$ cat src/rtl/alu_exec_pkg.sv
// Shared op encodings for the integer execution stage.
// Latency: n/a (declarations only).
// Backpressure: n/a.
package alu_exec_pkg;

    localparam int OPW  = 6;
    localparam int XLEN = 32;

    typedef enum logic [OPW-1:0] {
        ALU_ADD  = 6'd0,
        ALU_SUB  = 6'd1,
        ALU_SLL  = 6'd2,
        ALU_SLT  = 6'd3,
        ALU_SLTU = 6'd4,
        ALU_XOR  = 6'd5,
        ALU_SRL  = 6'd6,
        ALU_SRA  = 6'd7,
        ALU_OR   = 6'd8,
        ALU_AND  = 6'd9,
        ALU_BEQ  = 6'd10,
        ALU_BNE  = 6'd11,
        ALU_BLT  = 6'd12,
        ALU_BGE  = 6'd13,
        ALU_BLTU = 6'd14,
        ALU_BGEU = 6'd15,
        ALU_JALR = 6'd16
    } alu_op_e;

    // Widen a condition bit into a 0/1 result word.
    function automatic logic [XLEN-1:0] flag32(input logic f);
        return {{(XLEN-1){1'b0}}, f};
    endfunction

endpackage

$ cat src/rtl/alu_exec_core.sv
// Purely combinational 32-bit integer ALU: (op, a, b) -> result.
// Latency: 0 cycles.
// Backpressure: none; unknown ops produce zero.
module alu_exec_core
    import alu_exec_pkg::*;
(
    input  logic [OPW-1:0]  op,
    input  logic [XLEN-1:0] a,
    input  logic [XLEN-1:0] b,
    output logic [XLEN-1:0] result
);

    logic [4:0]      shamt;
    logic [XLEN-1:0] sum;
    logic            lt_s;
    logic            lt_u;

    assign shamt = b[4:0];
    assign sum   = a + b;
    assign lt_s  = $signed(a) < $signed(b);
    assign lt_u  = a < b;

    // Decode the op; anything outside the table yields zero.
    always_comb begin
        result = '0;
        case (op)
            ALU_ADD:  result = sum;
            ALU_SUB:  result = a - b;
            ALU_SLL:  result = a << shamt;
            ALU_SLT:  result = flag32(lt_s);
            ALU_SLTU: result = flag32(lt_u);
            ALU_XOR:  result = a ^ b;
            ALU_SRL:  result = a >> shamt;
            ALU_SRA:  result = $unsigned($signed(a) >>> shamt);
            ALU_OR:   result = a | b;
            ALU_AND:  result = a & b;
            ALU_BEQ:  result = flag32(a == b);
            ALU_BNE:  result = flag32(a != b);
            ALU_BLT:  result = flag32(lt_s);
            ALU_BGE:  result = flag32(!lt_s);
            ALU_BLTU: result = flag32(lt_u);
            ALU_BGEU: result = flag32(!lt_u);
            ALU_JALR: result = sum & ~32'd1;
            default:  result = '0;
        endcase
    end

endmodule

$ cat src/rtl/alu_exec.sv
// ALU execution stage: computes RS-issued ops and queues results for CDB broadcast.
// Latency: 1 cycle from accepted issue to out_valid when the buffer is empty.
// Backpressure: busy is raised whenever the result buffer is full (registered decode).
module alu_exec
    import alu_exec_pkg::*;
#(
    parameter int QDEPTH = 2,
    parameter int TAGW   = 4
) (
    input  logic            clk,
    input  logic            rst,
    input  logic            rdy,
    input  logic            clear,
    input  logic            in_valid,
    input  logic [5:0]      in_op,
    input  logic [31:0]     in_rs1,
    input  logic [31:0]     in_rs2,
    input  logic [TAGW-1:0] in_rob,
    output logic            busy,
    input  logic            cdb_grant,
    output logic            out_valid,
    output logic [TAGW-1:0] out_rob,
    output logic [31:0]     out_val
);

    localparam int PW = (QDEPTH > 1) ? $clog2(QDEPTH) : 1;
    localparam logic [PW:0] CNT_FULL = (PW+1)'(QDEPTH);

    logic [TAGW-1:0] rob_q [QDEPTH];
    logic [31:0]     val_q [QDEPTH];
    logic [PW-1:0]   head_q;
    logic [PW-1:0]   tail_q;
    logic [PW:0]     count_q;

    logic [31:0]     alu_res;
    logic            push;
    logic            pop;

    alu_exec_core u_core (
        .op     (in_op),
        .a      (in_rs1),
        .b      (in_rs2),
        .result (alu_res)
    );

    // Handshake decode from registered state only; stale head data is masked when empty.
    assign busy      = (count_q == CNT_FULL);
    assign out_valid = (count_q != '0);
    assign out_rob   = out_valid ? rob_q[head_q] : '0;
    assign out_val   = out_valid ? val_q[head_q] : '0;
    assign push      = in_valid && !busy;
    assign pop       = out_valid && cdb_grant;

    // Result buffer, pointers and occupancy; freeze on !rdy, flush on clear.
    always_ff @(posedge clk) begin
        if (rst) begin
            for (int i = 0; i < QDEPTH; i++) begin
                rob_q[i] <= '0;
                val_q[i] <= '0;
            end
            head_q  <= '0;
            tail_q  <= '0;
            count_q <= '0;
        end else if (rdy) begin
            if (clear) begin
                head_q  <= '0;
                tail_q  <= '0;
                count_q <= '0;
            end else begin
                if (push) begin
                    rob_q[tail_q] <= in_rob;
                    val_q[tail_q] <= alu_res;
                    tail_q        <= tail_q + 1'b1;
                end
                if (pop) begin
                    head_q <= head_q + 1'b1;
                end
                if (push && !pop) begin
                    count_q <= count_q + 1'b1;
                end else if (pop && !push) begin
                    count_q <= count_q - 1'b1;
                end
            end
        end
    end

endmodule

$ cat config.mk
export PLATFORM = sky130hd
export DESIGN_NAME = alu_exec
export DESIGN_NICKNAME = d
export VERILOG_FILES = /design/src/rtl/alu_exec_pkg.sv /design/src/rtl/alu_exec_core.sv /design/src/rtl/alu_exec.sv
export SDC_FILE = /design/constraint.sdc
export NUM_CORES = 1
export LEC_CHECK = 0
export ABC_AREA = 1
export CAP_MARGIN = 10
export CORE_UTILIZATION = 58
export CTS_CLUSTER_SIZE = 40
export DETAILED_ROUTE_END_ITERATION = 8
export DONT_BUFFER_PORTS = 1
export HOLD_SLACK_MARGIN = 0.06
export PLACE_DENSITY = 0.74
export SYNTH_ARGS = -nofsm -noshare
export SYNTH_HDL_FRONTEND = slang
export SYNTH_SLANG_ARGS = --single-unit
$ cat constraint.sdc
create_clock -name clk -period 3.8 [get_ports clk]
set_input_delay 0.95 -clock clk [delete_from_list [all_inputs] [get_ports clk]]
set_output_delay 0.95 -clock clk [all_outputs]
set_load 0.02 [all_outputs]
# Word-level counts from Yosys, hierarchy flattened
# Memories as Yosys holds them, arrays and structs flattened. A register that Yosys moved wholly into a read port is not among the register bits.
# Cells that the tools add are included.
[word_totals] ff_bits=4 ram_bits=72 inputBits=80 output_inout_bits=38 wordCells=86 n_memories=2
[classes] n_addsub=6 order_cmp=2 n_eq_ne=19 shift=3 n_mux=27 bitwise_logic=3 reduce_logical=21
[mem_list] name="val_q" depth=2 width=32 read_ports=1 rd_clocked_by_memory_dff=1 wr=2 line="alu_exec.sv:30" text="logic [31:0] val_q [QDEPTH];"
[mem_list] name="rob_q" depth=2 width=4 read_ports=1 rd_clocked_by_memory_dff=1 wr=2 line="alu_exec.sv:29" text="logic [TAGW-1:0] rob_q [QDEPTH];"
[op_table] cell="$pmux 32 s15" n=1
[op_table] cell="$lt 32x32->1" n=2
[op_table] cell="$mux 32" n=2
[op_table] cell="$eq 6x4->1 const B" n=8
[op_table] cell="$add 32x32->32" n=1
[op_table] cell="$and 32x32->32" n=1
[op_table] cell="$eq 32x32->1" n=1
[op_table] cell="$ne 32x32->1" n=1
[op_table] cell="$or 32x32->32" n=1
[op_table] cell="$reduce_or 32->1" n=1
[op_table] cell="$shl 32x5->32" n=1
[op_table] cell="$shr 32x5->32" n=1
[op_table] cell="$sshr 32x5->32" n=1
[op_table] cell="$sub 32x32->32" n=1
[op_table] cell="$xor 32x32->32" n=1
[op_table] cell="$eq 6x3->1 const B" n=4
[op_table] cell="$mux 1" n=19
[op_table] cell="$eq 6x2->1 const B" n=2
[op_table] cell="$mux 4" n=2
[op_table] cell="$eq 6x1->1 const B" n=1
[op_table] cell="$eq 6x5->1 const B" n=1
[op_table] cell="$logic_not 6->1" n=1
[op_table] cell="$mux 2" n=3
[op_table] cell="$reduce_and 2->1" n=3
[op_table] cell="other kinds (10)" n=21

# Longest topological paths before layout
# Gate-level depths: netlist of the first run.
[logic_depth] word_depth=10 mapped_depth=21 mapped_depth_nobuf=18

# By module
# From an unflattened synthesis of the first run, not the netlist that was laid out.
[hier_totals] cells_unflattened=2218 area_unflattened_um2=12886.1
[by_module_without_submodules] module="alu_exec_core" n_inst=1 cells_per_inst=1858 area_each_um2=9374.0 seq_area_each_um2=0.0
[by_module_without_submodules] module="alu_exec" n_inst=1 cells_per_inst=360 area_each_um2=3512.1 seq_area_each_um2=2262.2

# Least setup slack after synthesis of the first run
# No wires, ideal clock.
[synth_timing] kind="input-to-reg" startpoint="input port in_rs2[2]" endpoint="memory val_q[0][30], data pin" setup_ns=0.266 t_arrival_ns=3.012 slack_ns=0.522 stages=18 path_buffers=4 path_cell_list="buf_2 > inv_2 > buf_2 > buf_2 > ha_1 > buf_2 > inv_1 > nand2_1 > o21ai_2 > nand2_1 > nand2_1 > nand2_1 > nand2_1 > nand2_1 > a21oi_1 > nor2_1 > nor2_1 > nor2_1"
[synth_lines] element="from (decl)" line="alu_exec.sv:17" text="input logic [31:0] in_rs2,"
[synth_lines] element="to (decl)" line="alu_exec.sv:30"

==> impl_metrics.json, run 1 <==
{
  "numCtsBuffers": 9,
  "firstDrtPassIters": 9,
  "yosysMostFrequentCell": "nand2_1",
  "cts_root_buf": "clkbuf_16",
  "r2r_cells": 7,
  "grtUsageTotal_pct": 48.33,
  "cts_resized": 0,
  "synth_enable_flop_cells": 72,
  "violations": "DRC",
  "placed_area_mm2": 0.01334,
  "drive_gt1_share_pct": 3.813,
  "first_global_vias": 14910,
  "slew_viol_final": 0,
  "max_stage_delay_ns": 0.48,
  "async_flop_share_pct": 0,
  "yosys-top-cells-area": "nand2_1 21%, edfxtp_1 16%, nand3_1 12%, ha_1 9.1%, inv_1 7.5%",
  "syn_area_per_cell_um2": 5.613,
  "area_delta_synth_final_pct": 2.901,
  "fin_util_pct": 60.75,
  "antenna_found_initial": 0,
  "rsz0062_at_grt": "false",
  "worst_pin_slew_ns": 1.066,
  "synth_fp_nets": 2553,
  "rows": 55,
  "setup_viol": 0,
  "fin_nets": 2482,
  "crit_chain": "ha_1, inv_1, fa_1, o21ai_2, nand2_1, nand2_1, nand2_1, nand2_1, nand2_1, nand2_1, nand2_1, nand3_1, nand3_1, nand2_1, inv_1",
  "core_mm2": 0.02257,
  "cp.required_ns": 3.89,
  "die_h_um": 153.6,
  "cts_tree": "done",
  "place.gp.congestion": 1.131,
  "critPathSlowestCell": "fa_1",
  "fin_crit_sh_pct": 94.82,
  "grt_pass1_wl_mm": 86.55,
  "synth_warnings": 0,
  "min_period_ns": 3.603,
  "power_density_mw_per_mm2": 251.5,
  "yosys.area.top_type_share_pct": 20.65,
  "p_leak_uw": 0.006873,
  "antenna_cells": 0,
  "hp-class": "flop to flop",
  "clock-sinks": 77,
  "wl_per_cell_um": 22.53,
  "yosysUniqueCellTypes": 52,
  "synthTopCellsByCount": "733 x nand2_1, 331 x nand3_1, 266 x inv_1",
  "htreeDepth": 3,
  "cp-end-kind": "flop",
  "critPathKind": "primary input to flop",
  "skew_ns": 0.006765,
  "vias_per_cell": 6.375,
  "drc_errors": 5,
  "ios": 118,
  "portBuffers": 0,
  "synth_flop_cell": "edfxtp_1",
  "critPathLaunchType": "primary input",
  "clkTransAtPathRegs_ns": 0.06,
  "dieArea_mm2": 0.02359,
  "synth-seq-area-share_pct": 16.98,
  "initial_core_util_pct": 59.04,
  "slew_headroom_pct": 28.49,
  "synth-seq-cells": 77,
  "syn_area_mm2": 0.01333,
  "synthCells": 2374,
  "grt_overflow_total": 0,
  "status": "finished with violations",
  "dp_hpwl_mm": 46.81,
  "stdcell_area_mm2": 0.01371,
  "path_common_cell": "nand2_1",
  "cp.arrival_ns": 3.70,
  "grt_max_degree": 72,
  "critPathMaxFanout": 50,
  "min_path_cells": 2,
  "first_iter_violations": 2649,
  "cts.path.max_buffers": 2,
  "vias": 16530,
  "peakVddDrop_uv": 314.0,
  "post_cts_buffers": 0,
  "cap_violations": 0,
  "postCtsHoldBufs": 0,
  "wl_mm": 58.41,
  "clk_latency_ns": 0.34,
  "fmax_mhz": 277.5,
  "hold_violations": 0,
  "yosysTopAreaCell": "nand2_1",
  "ant_nets": 0,
  "die-width_um": 153.6
}
cell type report:
cell class | instances | area (um2)
repair buffers | 30 | 237.7
fillers | 2320 | 8860
clock buffers | 9 | 225.2
inverters | 279 | 1047
well taps | 285 | 356.6
multi-input cells | 1906 | 9438
flip-flops and latches | 77 | 2262
clock inverters | 7 | 145.1
logic make-up after synthesis:
| logic type | share of synthesized area [%] |
|---|---|
| AND/OR/NAND/NOR | 44.63 |
| XOR/XNOR | 0.06574 |
| flip-flops | 16.98 |
| AO/OA/AOI/OAI | 16.61 |
| buffers and inverters | 12.23 |
| multiplexers | 0.07512 |
| adder cells (fa/ha/maj) | 9.408 |
metrics by stage:
step                power [uW]  setup WS [ns]  instances   TNS, ns  hold slack [ns]
finish                    3449         0.1968       2593         0           0.4832
global route              3592         0.1205       2593         0           0.5006
CTS                       3383         0.3064       2593         0           0.4849
detailed placement        2337       -0.04559       2577  -0.08023           0.4756
global placement          2325       -0.09204       2577   -0.2129           0.4631
floorplan                 1994         0.5219       2374         0           0.4462
layer usage:
metal | track usage (%) | wire, um | up-vias
met5 | 0.6211 | 0 | -
met4 | 33.38 | 4590 | 0
met3 | 8.540 | 7364 | 244
met2 | 74.44 | 24430 | 1268
met1 | 61.55 | 22020 | 7379
li1 | - | - | 7640
layout by cell type (no fill, tap or decap), types with 24 or more instances in the layout:
cell type    n
nand4_1     24
nor2_1     263
edfxtp_1    72
o211ai_1    30
buf_4       29
inv_1      265
ha_1        97
nand2_1    733
nand3_1    331
o21ai_0    104
a21oi_1    186
power breakdown:
part	switching [uW]	total [uW]	internal (uW)
Combinational	1040	1420	381
Sequential	11.9	971	959
Clock	344	1060	713
Total	1400	3450	2050
flip-flops by register name, indices dropped and copies added (netlist names), named ones only:
signal and flops:
val_q 64, count_q 2, tail_q 1, rob_q 8, head_q 1
worst paths after layout:
path,startpoint,endpoint,slack (ns)
worst max-delay path,in_rs2[0],val_q[1][28]$_SDFFCE_PN0P_,0.20
worst min-delay path,head_q$_SDFFE_PP0P_,head_q$_SDFFE_PP0P_,0.48
worst max register to register,count_q[1]$_SDFFE_PP0P_,val_q[0][1]$_SDFFCE_PN0P_,1.58
worst min register to register,head_q$_SDFFE_PP0P_,head_q$_SDFFE_PP0P_,0.48
worst max-delay path, delay by kind of cell:
family	cells	cell delay, ns
AO/OA/AOI/OAI	1	0.41
AND/OR/NAND/NOR	10	1.30
buffers and inverters	2	0.22
adder cells (fa/ha/maj)	2	0.78
Power figures use the tool's default switching activity.
==> inputs of run 2 (changes only) <==
- SETUP_SLACK_MARGIN: default -> 0.1
- SLEW_MARGIN: default -> 20
==> results of run 2 <==
The final DEF is identical to that of run 1; final timing and power are the same.
==> RTL change 1: new RTL, settings of run 1 <==
Change the parameter `TAGW` from 4 to 8.
--- a/src/rtl/alu_exec.sv
+++ b/src/rtl/alu_exec.sv
@@ -7,3 +7,3 @@
     parameter int QDEPTH = 2,
-    parameter int TAGW   = 4
+    parameter int TAGW   = 8
 ) (
Ports: changed (resized in_rob and out_rob); port bits go from 118 to 126. No check against the original RTL was run, so the function may have changed too.
==> RTL change 1 against run 1 <==
- area after synthesis is 0.23% lower
- synthesized cell count is 4.7% lower
- cell area is 1.1% higher
- clock skew is 0.0016 ns higher
- wire length is 1.7% higher
- clock power is 11% lower
- power is 1.3% higher
- global-route usage is 1.1 points higher
- worst setup slack better by 0.029 ns
- sequential cell count is 8 higher
- first-iteration DRC count is 1.8% higher
- combinational power is 4% higher
- via count is 2.0% lower
- critical endpoint is now val_q[1][0]
- largest power group unchanged
- highest routed layer unchanged
==> RTL change 1: results (changes against run 1) <==
Status -> finished, final reports clean
Final WL -> 59.4 mm (+1.7%)
Placer Congestion -> 1.18 (+4.3%)
FF-to-FF setup slack -> 1.25 ns (-0.33 ns)
Leakage dissipation -> 0.00660 uW (-3.9%)
Layout cells sized above 1 -> 0.0618 (+0.0236)
Ant diodes -> 0 (unchanged)
Max IR drop VDD -> 0.287 mV (-8.5%)
Root Driver -> clkbuf_16
Worst Path Max Fanout -> 9 (-82%)
Cts bufs inserted -> 9 (unchanged)
Placed Cells incl. Taps -> 2,487 (-3.5%)
Setup bufs post-CTS -> 0 (unchanged)
Placement Setup Slack -> 0.164 ns (+0.209 ns)
DP HPWL -> 47.2 mm (+0.83%)
Cell variety after synth -> 59 (+13%)
RR Endpoint -> count_q[1]
WP data arrival -> 3.67 ns (-0.03 ns)
Via-to-Cell Ratio -> 6.47 (+1.5%)
Crit path to -> val_q[1][0]
DRT Pass-1 Iters -> 6 (-3)
Synth cell count leaders -> nand2_1 (668), inv_1 (250), nor2_1 (222)
Top flop regs -> val_q (64), rob_q (16), count_q (2)
Dpl cell area -> 13,500 sq um (+1.6%)
Hold Crit Class -> flip-flop to flip-flop
Initial drt markers -> 2,696 (+1.8%)
Synth Instances -> 2,262 (-4.7%)
EDFF count, synth -> 80 (+11%)
Initial antenna violation count -> 1 (+1)
Vias -> 16,200 (-2.0%)
CTS resizes -> 0 (unchanged)
Largest net degree at the start of global routing -> 88 (+22%)
Start point of the critical path -> in_rs1[22]
Yosys warning count -> 0 (unchanged)
Global-route wire length before repair -> 87.4 mm (+1.0%)
Synth area leaders -> nand2_1 (19%), edfxtp_1 (18%), ha_1 (9.1%)
Fillers -> 2,259 (-2.6%)
Mapped Nets -> 2,445 (-4.2%)
Pin slew with the least headroom to its limit -> 0.895 ns (-0.172 ns)
Post-synthesis sequential area ratio -> 0.188 (+0.0185)
Vias in the first global route -> 14,600 (-1.7%)
Asr flop ratio synth -> 0 (unchanged)
Reg2Reg Depth -> 11 (+4)
Slowest-stage cell, CP -> ha_1
Fin crit period -> 3.57 ns (-0.0293 ns)
Skew final -> 0.00840 ns (+0.00164 ns)
Crit-path max cell delay -> 0.54 ns (+0.06 ns)
Total track usage -> 0.494 (+0.0106)
RTL change 1: cell count changes after synthesis, moves of 8 or more:
cell	before	now
a211oi_1	2	10
buf_1	14	6
buf_2	52	43
clkbuf_1	27	46
edfxtp_1	72	80
inv_1	266	250
nand2_1	733	668
nand3_1	331	151
nor2_1	265	222
o211ai_1	30	49
o21ai_0	104	147
o21ai_1	15	82
o21ai_2	2	10
RTL change 1: cells by family after synthesis:
logic type | Yosys count | synth area share
and+or+nand+nor | 1126 | 0.351
adders and majority gates | 99 | 0.0943
xor gates and xnor gates | 3 | 0.00198
buffers and inverters | 388 | 0.120
muxes | 8 | 0.00696
DFF | 85 | 0.188
AOI/OAI and AO/OA | 553 | 0.238
RTL change 1: how the worst min path moves through the flow:
stage                 endpoint  slack, ns  depth (start not counted)        from
finish                  tail_q       0.54                          2      tail_q
global route            tail_q       0.56                          2      tail_q
CTS                     tail_q       0.54                          2      tail_q
detailed placement  count_q[1]       0.51                          2  count_q[1]
global placement    count_q[1]       0.50                          2  count_q[1]
floorplan           count_q[1]       0.47                          2  count_q[1]
RTL change 1: area by class of cell:
type	instances	area, sq um	share of cell area
multi-input cells	1789	9200	0.663
flip-flops and latches	85	2500	0.180
well taps	285	357	0.0257
inverters	273	1020	0.0739
repair buffers	55	463	0.0334
clock inverters	7	96.3	0.00695
clock buffers	9	225	0.0162
RTL change 1: power breakdown:
part | switching, uW | total [uW] | internal [uW]
clock network | 364 | 944 | 580
logic | 1070 | 1480 | 405
registers | 14.1 | 1070 | 1060
total | 1450 | 3490 | 2040
RTL change 1: layer usage:
metal | global-route usage | wire [um] | up-vias
met2 | 0.734 | 24100 | 1351
met1 | 0.627 | 22300 | 7236
met5 | 0 | 0 | -
met4 | 0.340 | 4630 | 0
li1 | - | - | 7372
met3 | 0.127 | 8310 | 244
==> RTL change 2: new RTL, flow settings as in run 1 <==
Without the edit above. Reset style: asynchronous (`rst`), changed in one clocked block.
--- a/src/rtl/alu_exec.sv
+++ b/src/rtl/alu_exec.sv
@@ -54,3 +54,3 @@
     // Result buffer, pointers and occupancy; freeze on !rdy, flush on clear.
-    always_ff @(posedge clk) begin
+    always_ff @(posedge clk or posedge rst) begin
         if (rst) begin
Check against the original RTL: differs if rst is asserted again (counterexample within 4 cycles, from zero or initial values and one cycle with rst high); with rst held inactive, the same outputs for 4 cycles.
==> RTL change 2 against run 1 <==
- count of clock-buffer cells in the layout increased by 2
- power increased by 13%
- combinational power increased by 32%
- cell area increased by 2.0%
- sequential cell count decreased by 1
- area after synthesis increased by 2.0%
- worst setup slack improved by 0.49 ns
- wire length increased by 1.9%
- highest routed layer unchanged
==> RTL change 2: results (changes against run 1) <==
GR Layer Usage met2 -> 0.736 (-0.00799)
Seq pwr share -> 0.276 (-0.006)
Clkbuf count -> 11 (+2)
M3 GR Usage -> 0.110 (+0.0249)
Primary FF master, synth -> dfrtp_1
Synth Instances -> 2,566 (+8.1%)
Non-clk bufs -> 27 (-10%)
M1 GR Usage -> 0.615 (about the same)
Vias in the first global route -> 15,800 (+6.1%)
Pin slew with the least headroom to its limit -> 0.746 ns (-0.320 ns)
Fin Hold WS -> 0.472 ns (-0.0112 ns)
Status -> finished, final reports clean
Dpl cell area -> 13,600 sq um (+2.3%)
Asr flop ratio synth -> 1.00 (+1.00)
WHS Endpoint -> rob_q[1]
Fillers -> 2,268 (-2.2%)
Final WL -> 59.5 mm (+1.9%)
Cell variety after synth -> 47 (-9.6%)
Slowest-stage cell, CP -> ha_1
Die area -> 24,100 sq um (+2.0%)
Skew final -> 0.00686 ns (+0.0000945 ns)
Layout cells sized above 1 -> 0.0369 (-0.00118)
Synth area leaders -> nand2_1 (27%), nand3_1 (15%), dfrtp_1 (14%)
NonClk Buf Share -> 0.0154 (-0.00195)
Comb pwr share -> 0.483 (+0.071)
Global-route wire length before repair -> 89.2 mm (+3.0%)
Final core utilization -> 0.612 (+0.00451)
Clock sinks -> 76 (-1.3%)
Placement Setup Slack -> 0.481 ns (+0.527 ns)
FF-to-FF setup slack -> 1.76 ns (+0.18 ns)
Max IR drop VDD -> 0.305 mV (-3.0%)
Mapped Nets -> 2,745 (+7.5%)
Total track usage -> 0.485 (+0.00177)
Pwr/cell area -> 279 nW/um^2 (+11%)
NumNets Final -> 2,664 (+7.3%)
Comb_multi_in -> 2,074 (+8.8%)
Placer Congestion -> 1.06 (-6.3%)
Reg-to-Reg Start -> count_q[1]
Signal inverters -> 297 (+6.5%)
Clock Network Area Fraction -> 0.0241 (-0.00294)
Storage cell area -> 1900 sq um (-16%)
RR Endpoint -> val_q[0]
-- RTL change 2: logic make-up after synthesis --
group / Yosys count / synth area share
AND/OR/NAND/NOR: 1684 / 0.525
buffers and inverters: 416 / 0.123
AO/OA/AOI/OAI: 285 / 0.116
adder cells (fa/ha/maj): 99 / 0.0922
flip-flops: 76 / 0.140
XOR/XNOR: 5 / 0.00322
multiplexers: 1 / 0.000736
-- RTL change 2: metal layers --
layer,part of all wire,up-vias
li1,-,8061
met1,0.38,7902
met2,0.41,1383
met3,0.13,249
met4,0.074,0
met5,0,-
-- RTL change 2: how the worst max path moves through the flow --
stage,start,to,cells past startpoint
floorplan,in_rs2[3],val_q[25],18
finish,in_rs1[24],val_q[32],16
global placement,in_rs1[0],val_q[26],15
global route,in_rs2[0],val_q[58],15
detailed placement,in_rs1[0],val_q[26],15
CTS,in_rs1[0],val_q[26],15
-- RTL change 2: worst min-delay path, cell delays in order, from the launching register on --
cell and delay (ns):
dfrtp_1 0.34, nand2_1 0.05, nand2_1 0.05
